$ cat src/rtl/alu_exec_ctrl.sv
// Execute/commit sequencer between decode and the register file, PC and status/stack registers.
// Latency: retire 2 cycles after accept, MULT_LAT+2 for MULT; one instruction in flight.
// Backpressure: issue_ready is high only while idle; kill aborts an instruction still in EXEC.
module alu_exec_ctrl #(
    parameter int MULT_LAT = 2
) (
    input  logic        clk,
    input  logic        rst_n,
    input  logic        issue_valid,
    output logic        issue_ready,
    input  logic [5:0]  opcode,
    input  logic [2:0]  rd,
    input  logic        kill,
    input  logic [15:0] alu_res1,
    input  logic [15:0] alu_res2,
    input  logic [7:0]  alu_status,
    input  logic [11:0] alu_stack,
    output logic        reg_we,
    output logic [2:0]  reg_waddr,
    output logic [15:0] reg_wdata,
    output logic        pc_we,
    output logic [11:0] pc_wdata,
    output logic [7:0]  status_q,
    output logic [11:0] stack_q,
    output logic        done
);

    typedef enum logic [1:0] {IDLE, EXEC, COMMIT, WB_HI} state_t;

    state_t      state, state_nx;
    logic [2:0]  cnt;
    logic [5:0]  op_q;
    logic [2:0]  rd_q;
    logic [15:0] res1_h, res2_h;
    logic [7:0]  status_h;
    logic [11:0] stack_h;

    logic       is_mult, is_jump, is_call, is_pop, no_wr, exec_last;
    logic [2:0] exec_len;

    always_comb begin
        is_mult   = (op_q == 6'b100001);
        is_jump   = (op_q == 6'b000000) || (op_q == 6'b100011) ||
                    (op_q == 6'b110111) || (op_q == 6'b111000);
        is_call   = (op_q == 6'b100100) || (op_q == 6'b100110) || (op_q == 6'b000011);
        is_pop    = (op_q == 6'b011011);
        no_wr     = (op_q == 6'b011100) || (op_q == 6'b001111) ||
                    (op_q >= 6'b101001 && op_q <= 6'b110110) ||
                    (op_q == 6'b010101) || (op_q == 6'b010110);
        exec_len  = is_mult ? 3'(MULT_LAT) : 3'd1;
        exec_last = (cnt == exec_len - 3'd1);
    end

    always_ff @(posedge clk or negedge rst_n) begin
        if (!rst_n) state <= IDLE;
        else        state <= state_nx;
    end

    always_comb begin
        state_nx = state;
        case (state)
            IDLE:    if (issue_valid && !kill) state_nx = EXEC;
            EXEC:    if (kill) state_nx = IDLE;
                     else if (exec_last) state_nx = COMMIT;
            COMMIT:  state_nx = is_mult ? WB_HI : IDLE;
            WB_HI:   state_nx = IDLE;
            default: state_nx = IDLE;
        endcase
    end

    // Operand capture, EXEC counting and architectural status/stack commit.
    always_ff @(posedge clk or negedge rst_n) begin
        if (!rst_n) begin
            cnt      <= '0;
            op_q     <= '0;
            rd_q     <= '0;
            res1_h   <= '0;
            res2_h   <= '0;
            status_h <= '0;
            stack_h  <= '0;
            status_q <= '0;
            stack_q  <= '0;
        end else begin
            if (state == IDLE && issue_valid && !kill) begin
                op_q <= opcode;
                rd_q <= rd;
                cnt  <= '0;
            end
            if (state == EXEC) begin
                cnt <= cnt + 3'd1;
                if (exec_last) begin
                    res1_h   <= alu_res1;
                    res2_h   <= alu_res2;
                    status_h <= alu_status;
                    stack_h  <= alu_stack;
                end
            end
            if (state == COMMIT) begin
                status_q <= status_h;
                if (is_call || is_pop) stack_q <= stack_h;
            end
        end
    end

    always_comb begin
        issue_ready = (state == IDLE);
        reg_we      = 1'b0;
        reg_waddr   = '0;
        reg_wdata   = '0;
        pc_we       = 1'b0;
        pc_wdata    = '0;
        done        = 1'b0;
        case (state)
            COMMIT: begin
                done = !is_mult;
                if (is_jump || is_call) begin
                    pc_we    = 1'b1;
                    pc_wdata = res1_h[11:0];
                end else if (!no_wr) begin
                    reg_we    = 1'b1;
                    reg_waddr = rd_q;
                    reg_wdata = res1_h;
                end
            end
            WB_HI: begin
                // High product word goes to the next register up, wrapping 7 -> 0.
                done      = 1'b1;
                reg_we    = 1'b1;
                reg_waddr = rd_q + 3'd1;
                reg_wdata = res2_h;
            end
            default: ;
        endcase
    end

endmodule

$ cat config.mk
export PLATFORM = sky130hd
export DESIGN_NAME = alu_exec_ctrl
export DESIGN_NICKNAME = d
export VERILOG_FILES = /design/src/rtl/alu_exec_ctrl.sv
export SDC_FILE = /design/constraint.sdc
export NUM_CORES = 1
export LEC_CHECK = 0
export CAP_MARGIN = 40
export CELL_PAD_IN_SITES_DETAIL_PLACEMENT = 0
export CELL_PAD_IN_SITES_GLOBAL_PLACEMENT = 2
export CORE_ASPECT_RATIO = 2
export CORE_MARGIN = 5
export CORE_UTILIZATION = 29
export CTS_BUF_LIST = sky130_fd_sc_hd__clkbuf_8
export CTS_CLUSTER_SIZE = 30
export DETAILED_ROUTE_END_ITERATION = 10
export PLACE_DENSITY = 0.79
export SLEW_MARGIN = 25
export SYNTH_ARGS = -nofsm -noshare
export SYNTH_HDL_FRONTEND = slang
export SYNTH_SLANG_ARGS = --single-unit
$ cat constraint.sdc
create_clock -name clk -period 2 [get_ports clk]
set_clock_uncertainty 0.2 [all_clocks]
set_input_delay 0.2 -clock clk [delete_from_list [all_inputs] [get_ports clk]]
set_output_delay 0.2 -clock clk [all_outputs]
set_load 0.02 [all_outputs]
; After elaboration in Yosys (flattened, before gate mapping)
; Cells that the tools add are included.
[word_totals]
reg_bits = 86
[op_classes]
n_addsub = 3
n_mux = 22
n_reduce_logical = 23
n_eq_ne = 18
n_lt_le_gt_ge = 2
[op_table]
columns = operator, n
row1 = $eq 6x6->1 const B, 6
row2 = $mux 16, 2
row3 = $pmux 16 s2, 1
row4 = $eq 6x5->1 const B, 4
row5 = $mux 12, 2
row6 = $mux 3, 4
row7 = $logic_or 1x1->1, 11
row8 = $mux 2, 5
row9 = $pmux 2 s4, 1
row10 = $add 3x1->3 const B, 2
row11 = $eq 6x2->1 const B, 1
row12 = $eq 6x4->1 const B, 1
row13 = $ge 6x6->1 const B, 1
row14 = $le 6x6->1 const B, 1
row15 = $logic_not 6->1, 1
row16 = $pmux 3 s2, 1
row17 = $reduce_and 2->1, 3
row18 = $eq 2x2->1 const B, 2
row19 = $logic_and 1x1->1, 4
row20 = $mux 1, 4
row21 = $pmux 1 s2, 2
row22 = $eq 3x3->1, 1
row23 = $ne 3x3->1 const B, 1
row24 = $sub 2x1->3 const B, 1
row25 = other kinds (5), 6

; Depth between registers and ports, before layout
[depth]
ltp_word = 8
mapped_depth = 6
depth_no_buf = 4

; Least setup slack after synthesis
; No wires, ideal clock.
[synth_path]
path_type = flip-flop to output port
start = register op_q[1]
end = output pc_wdata[10]
arrival_ps = 1998
n_path_buf = 2
path_slack_ps = -398
stages_incl_launch_ff = 7
cell_sequence = dfrtp_1 clkbuf_1 or3_1 a211oi_1 o21bai_1 clkbuf_1 a21boi_0
[synth_between]
elab_chain_cells = 7
word_cells_on_any_way = 15
[synth_rtl]
columns = item, line
row1 = start: declaration, 32  ; logic [5:0] op_q;
row2 = start signal: assignment, 85  ; op_q <= opcode;
row3 = $eq 6x6->1 / $logic_not 6->1 (equally long branches), 43  ; is_jump = (op_q == 6'b000000) || (op_q == 6'b100011) ||
row4 = $logic_or 1x1->1 (2 in a row), 43
row5 = $logic_or 1x1->1, 44  ; (op_q == 6'b110111) || (op_q == 6'b111000);
row6 = $logic_or 1x1->1 *, 116  ; if (is_jump || is_call) begin
row7 = $mux 12 *, 116
row8 = $mux 12 *, 113  ; case (state)
row9 = end: declaration, 22  ; output logic [11:0] pc_wdata,
; Every way passes the cells marked *; elsewhere a longest branch is shown, timed or not.

; Worst setup path after layout
[layout_path]
start = register op_q[5]
end = register res1_h[12]
[layout_between]
elab_chain_cells = 5
[layout_rtl]
columns = item, line
row1 = $eq 6x6->1, 42  ; is_mult = (op_q == 6'b100001);
row2 = $mux 2, 50  ; exec_len = is_mult ? 3'(MULT_LAT) : 3'd1;
row3 = $sub 2x1->3, 51  ; exec_last = (cnt == exec_len - 3'd1);
row4 = $eq 3x3->1, 51
row5 = $reduce_and 2->1 (no source line), --
row6 = end signal: assignment, 92  ; res1_h <= alu_res1;
row7 = end: declaration, 34  ; logic [15:0] res1_h, res2_h;
; No other way between the ends.
; A chain may end at the register's enable or synchronous reset.

==> flow_summary_export.csv <==
group,metric,value,unit
outcome,status,"finished with violations",
outcome,violations,"negative setup slack",
synth,synth_area_leader_cell,"dfrtp_1",
floorplanning,die_x,95.7,um
detailed_routing,ant_nets,0,
grt,antenna_found_initial,0,
detailed_routing,dr.pass1.iters,4,
detailed_routing,dr_total_vias,3443,
synth,synth.top_cells.by_area,"dfrtp_1 (51%), mux2_4 (18%), mux2_2 (5.6%)",
min_path,hold_path_class,"in2async",
sta,worst_slew_pin_slew,0.494,ns
clocking,cts_root_buf,"clkbuf_8",
sta,period_share,1.32,
sta,hold_viol,0,
power_and_ir_drop,p_per_area,1430,mW/mm^2
detailed_routing,met3WireLength,595,um
finish,final_core_util,0.498,
detailed_routing,drc,0,
clocking,htreeDepth,3,
worst_setup_path,start_kind,"flip-flop",
placement,dpl.hpwl,9660,um
power_and_ir_drop,peakVddDrop,666,uV
floorplanning,dieArea,0.0173,mm^2
synth,synth-edff-count,0,
floorplanning,die_h,181,um
floorplanning,rows,62,
synth,netlist_top_cells_count,"dfrtp_1 (86), mux2_4 (50), nand2_1 (41), mux2_2 (21), clkbuf_1 (17)",
placement,dpl_worst_slack,-0.635,ns
synth,netlist.area_leader.share,0.506,
finish,areaGrowthSynthToFinish,68.9,%
placement,placedInstanceArea,0.00621,mm^2
sta,setup_violations,100,
floorplanning,start_util,0.295,
detailed_routing,drt_wl_total,14200,um
finish,fin_nets,595,
flow_run,drv_cap,0,
power_and_ir_drop,p_leak,3.37,nW
sta,rsz0062_at_grt,"true",
finish,seq_area,0.00215,mm^2
clocking,cts_num_sinks,86,
synth,ys.flop_type,"dfrtp_1",
finish,fin_cells,724,
grt,grtUsageTotal,0.168,
clocking,cts_buffers,9,
worst_setup_path,crit_fanout,8,
grt,grt_pass1_wl,21900,um
placement,dp.cells,668,
floorplanning,num_io_pins,120,
sta,period_needed,2.64,ns
worst_setup_path,cp.required,2.05,ns
placement,place_congestion,0.853,
floorplanning,core_area,0.0144,mm^2
detailed_routing,wl_met1,5200,um
grt,grt_overflow,0,
synth,synth.distinct_cells,41,
synth,synth_nets,407,
synth,syn_area_per_cell,12.5,um^2
grt,grt_max_degree,48,
synth,syn_inst,340,
synth,seq_area_frac_synth,0.506,
finish,multi_input_area,0.00238,mm^2
finish,postLayoutCellArea,0.00719,mm^2
detailed_routing,first_iter_violations,117,
sta,maxSlewViolCount,0,
clocking,insertion_delay,0.36,ns
detailed_routing,vias_per_cell,4.76,
synth,synth-seq-cells,86,
sta,relSlewSlack,0.671,
detailed_routing,wire_per_inst,19.6,um
detailed_routing,dr_wl_met2,8110,um
finish,drive_above_1_share,0.494,
synth,yosys_warnings,0,
grt,grt_pass1_vias,3863,
worst_setup_path,reg2reg_depth,9,
clocking,tritoncts,"done",
clocking,clkTransAtPathRegs,0.10,ns
worst_setup_path,cp.arrival,2.68,ns
synth,synth.most_common_cell,"dfrtp_1",
sta,clock.fmax,0.379,GHz
sta,setup_slack,-0.637,ns
worst_setup_path,critPathCaptureType,"flip-flop",
finish,n_antenna_cell,0,
placement,port_buffers,119,
synth,async_reset_ff_frac,1.00,
clocking,cts.path.max_buffers,2,
worst_setup_path,critPathKind,"reg2reg",
detailed_routing,highest_layer,"met4",
sta,hold_ws,0.0632,ns
synth,syn_area,0.00426,mm^2
finish,fillers,1309,
-- sequential cells by signal (all words and copies together), names as in the netlist, 3 cells and up --
name / count
cnt: 3
op_q: 6
rd_q: 3
res1_h: 16
res2_h: 16
stack_h: 12
stack_q: 12
status_h: 8
status_q: 8
-- cell families after synthesis --
kind of cell | synth area share
AND/OR/NAND/NOR | 0.111
flip-flops | 0.506
multiplexers | 0.232
AO/OA/AOI/OAI | 0.102
buffers and inverters | 0.0391
XOR/XNOR | 0.00412
adder cells (fa/ha/maj) | 0.00588
-- stage by stage --
step                      TNS, ns  power, mW
after floorplan             -8.94       5.98
after global placement     -42.69       7.57
after detailed placement   -44.88       7.68
after CTS                  -49.16       10.1
after global routing       -54.31       10.8
final                      -51.06       10.3
-- final cells by class --
cell class | count | area share
clock buffer | 9 | 0.0172
inverter | 3 | 0.00157
multi-input combinational | 223 | 0.332
timing repair buffer | 205 | 0.307
sequential | 86 | 0.299
tap | 192 | 0.0334
clock inverter | 6 | 0.00975
-- worst paths after layout --
| check | to | slack [ns] | startpoint |
|---|---|---|---|
| setup reg to reg | res1_h[12] | -0.64 | op_q[5] |
| setup / recovery | res1_h[12] | -0.64 | op_q[5] |
| hold reg to reg | status_q[3] | 0.28 | status_h[3] |
| hold / removal | stack_h[0] | 0.06 | rst_n |
| max in group asynchronous | res1_h[4] | 0.93 | rst_n |
| min in group clk | op_q[4] | 0.20 | opcode[4] |
-- per-layer routing --
layer,vias up,track usage
met5,-,0
met2,94,0.309
li1,1597,-
met1,1735,0.186
met3,17,0.0337
met4,0,0.0593
-- repair_timing --
item	CTS	global route
endpoints found under the setup margin	101	100
buffers inserted	28	9
endpoints found under the hold margin	86	0
pin swaps	16	14
hold buffers	1	0
resized for setup	242	20
cloned	9	1
-- power by group --
group | total (mW) | switching, mW | internal (mW) | leakage, nW
Combinational | 5.92 | 2.44 | 3.48 | 2.24
Clock | 1.26 | 0.679 | 0.580 | 0.0883
Sequential | 3.10 | 0.569 | 2.53 | 1.04
-- worst max-delay path, cell delays in order, from the launching register on --
cell and delay (ns):
dfrtp_1 0.44, buf_4 0.18, nor2b_4 0.13, buf_4 0.14
a21o_1 0.19, a2111o_2 0.54, buf_12 0.16, buf_12 0.12
buf_12 0.14, mux2_4 0.29
-- placed cells by master (no fill, tap or decap), types with 8 or more instances in the layout --
cell,Yosys,routed
buf_12,0,13
buf_4,0,44
mux2_2,21,9
nand2_1,41,39
clkbuf_8,0,9
buf_2,4,12
buf_6,6,41
clkdlybuf4s50_1,0,83
mux2_4,50,62
and2_1,12,12
a32o_2,0,11
a41o_4,0,8
dfrtp_1,86,86
nor2_1,10,8
(Power assumes the default switching activity.)
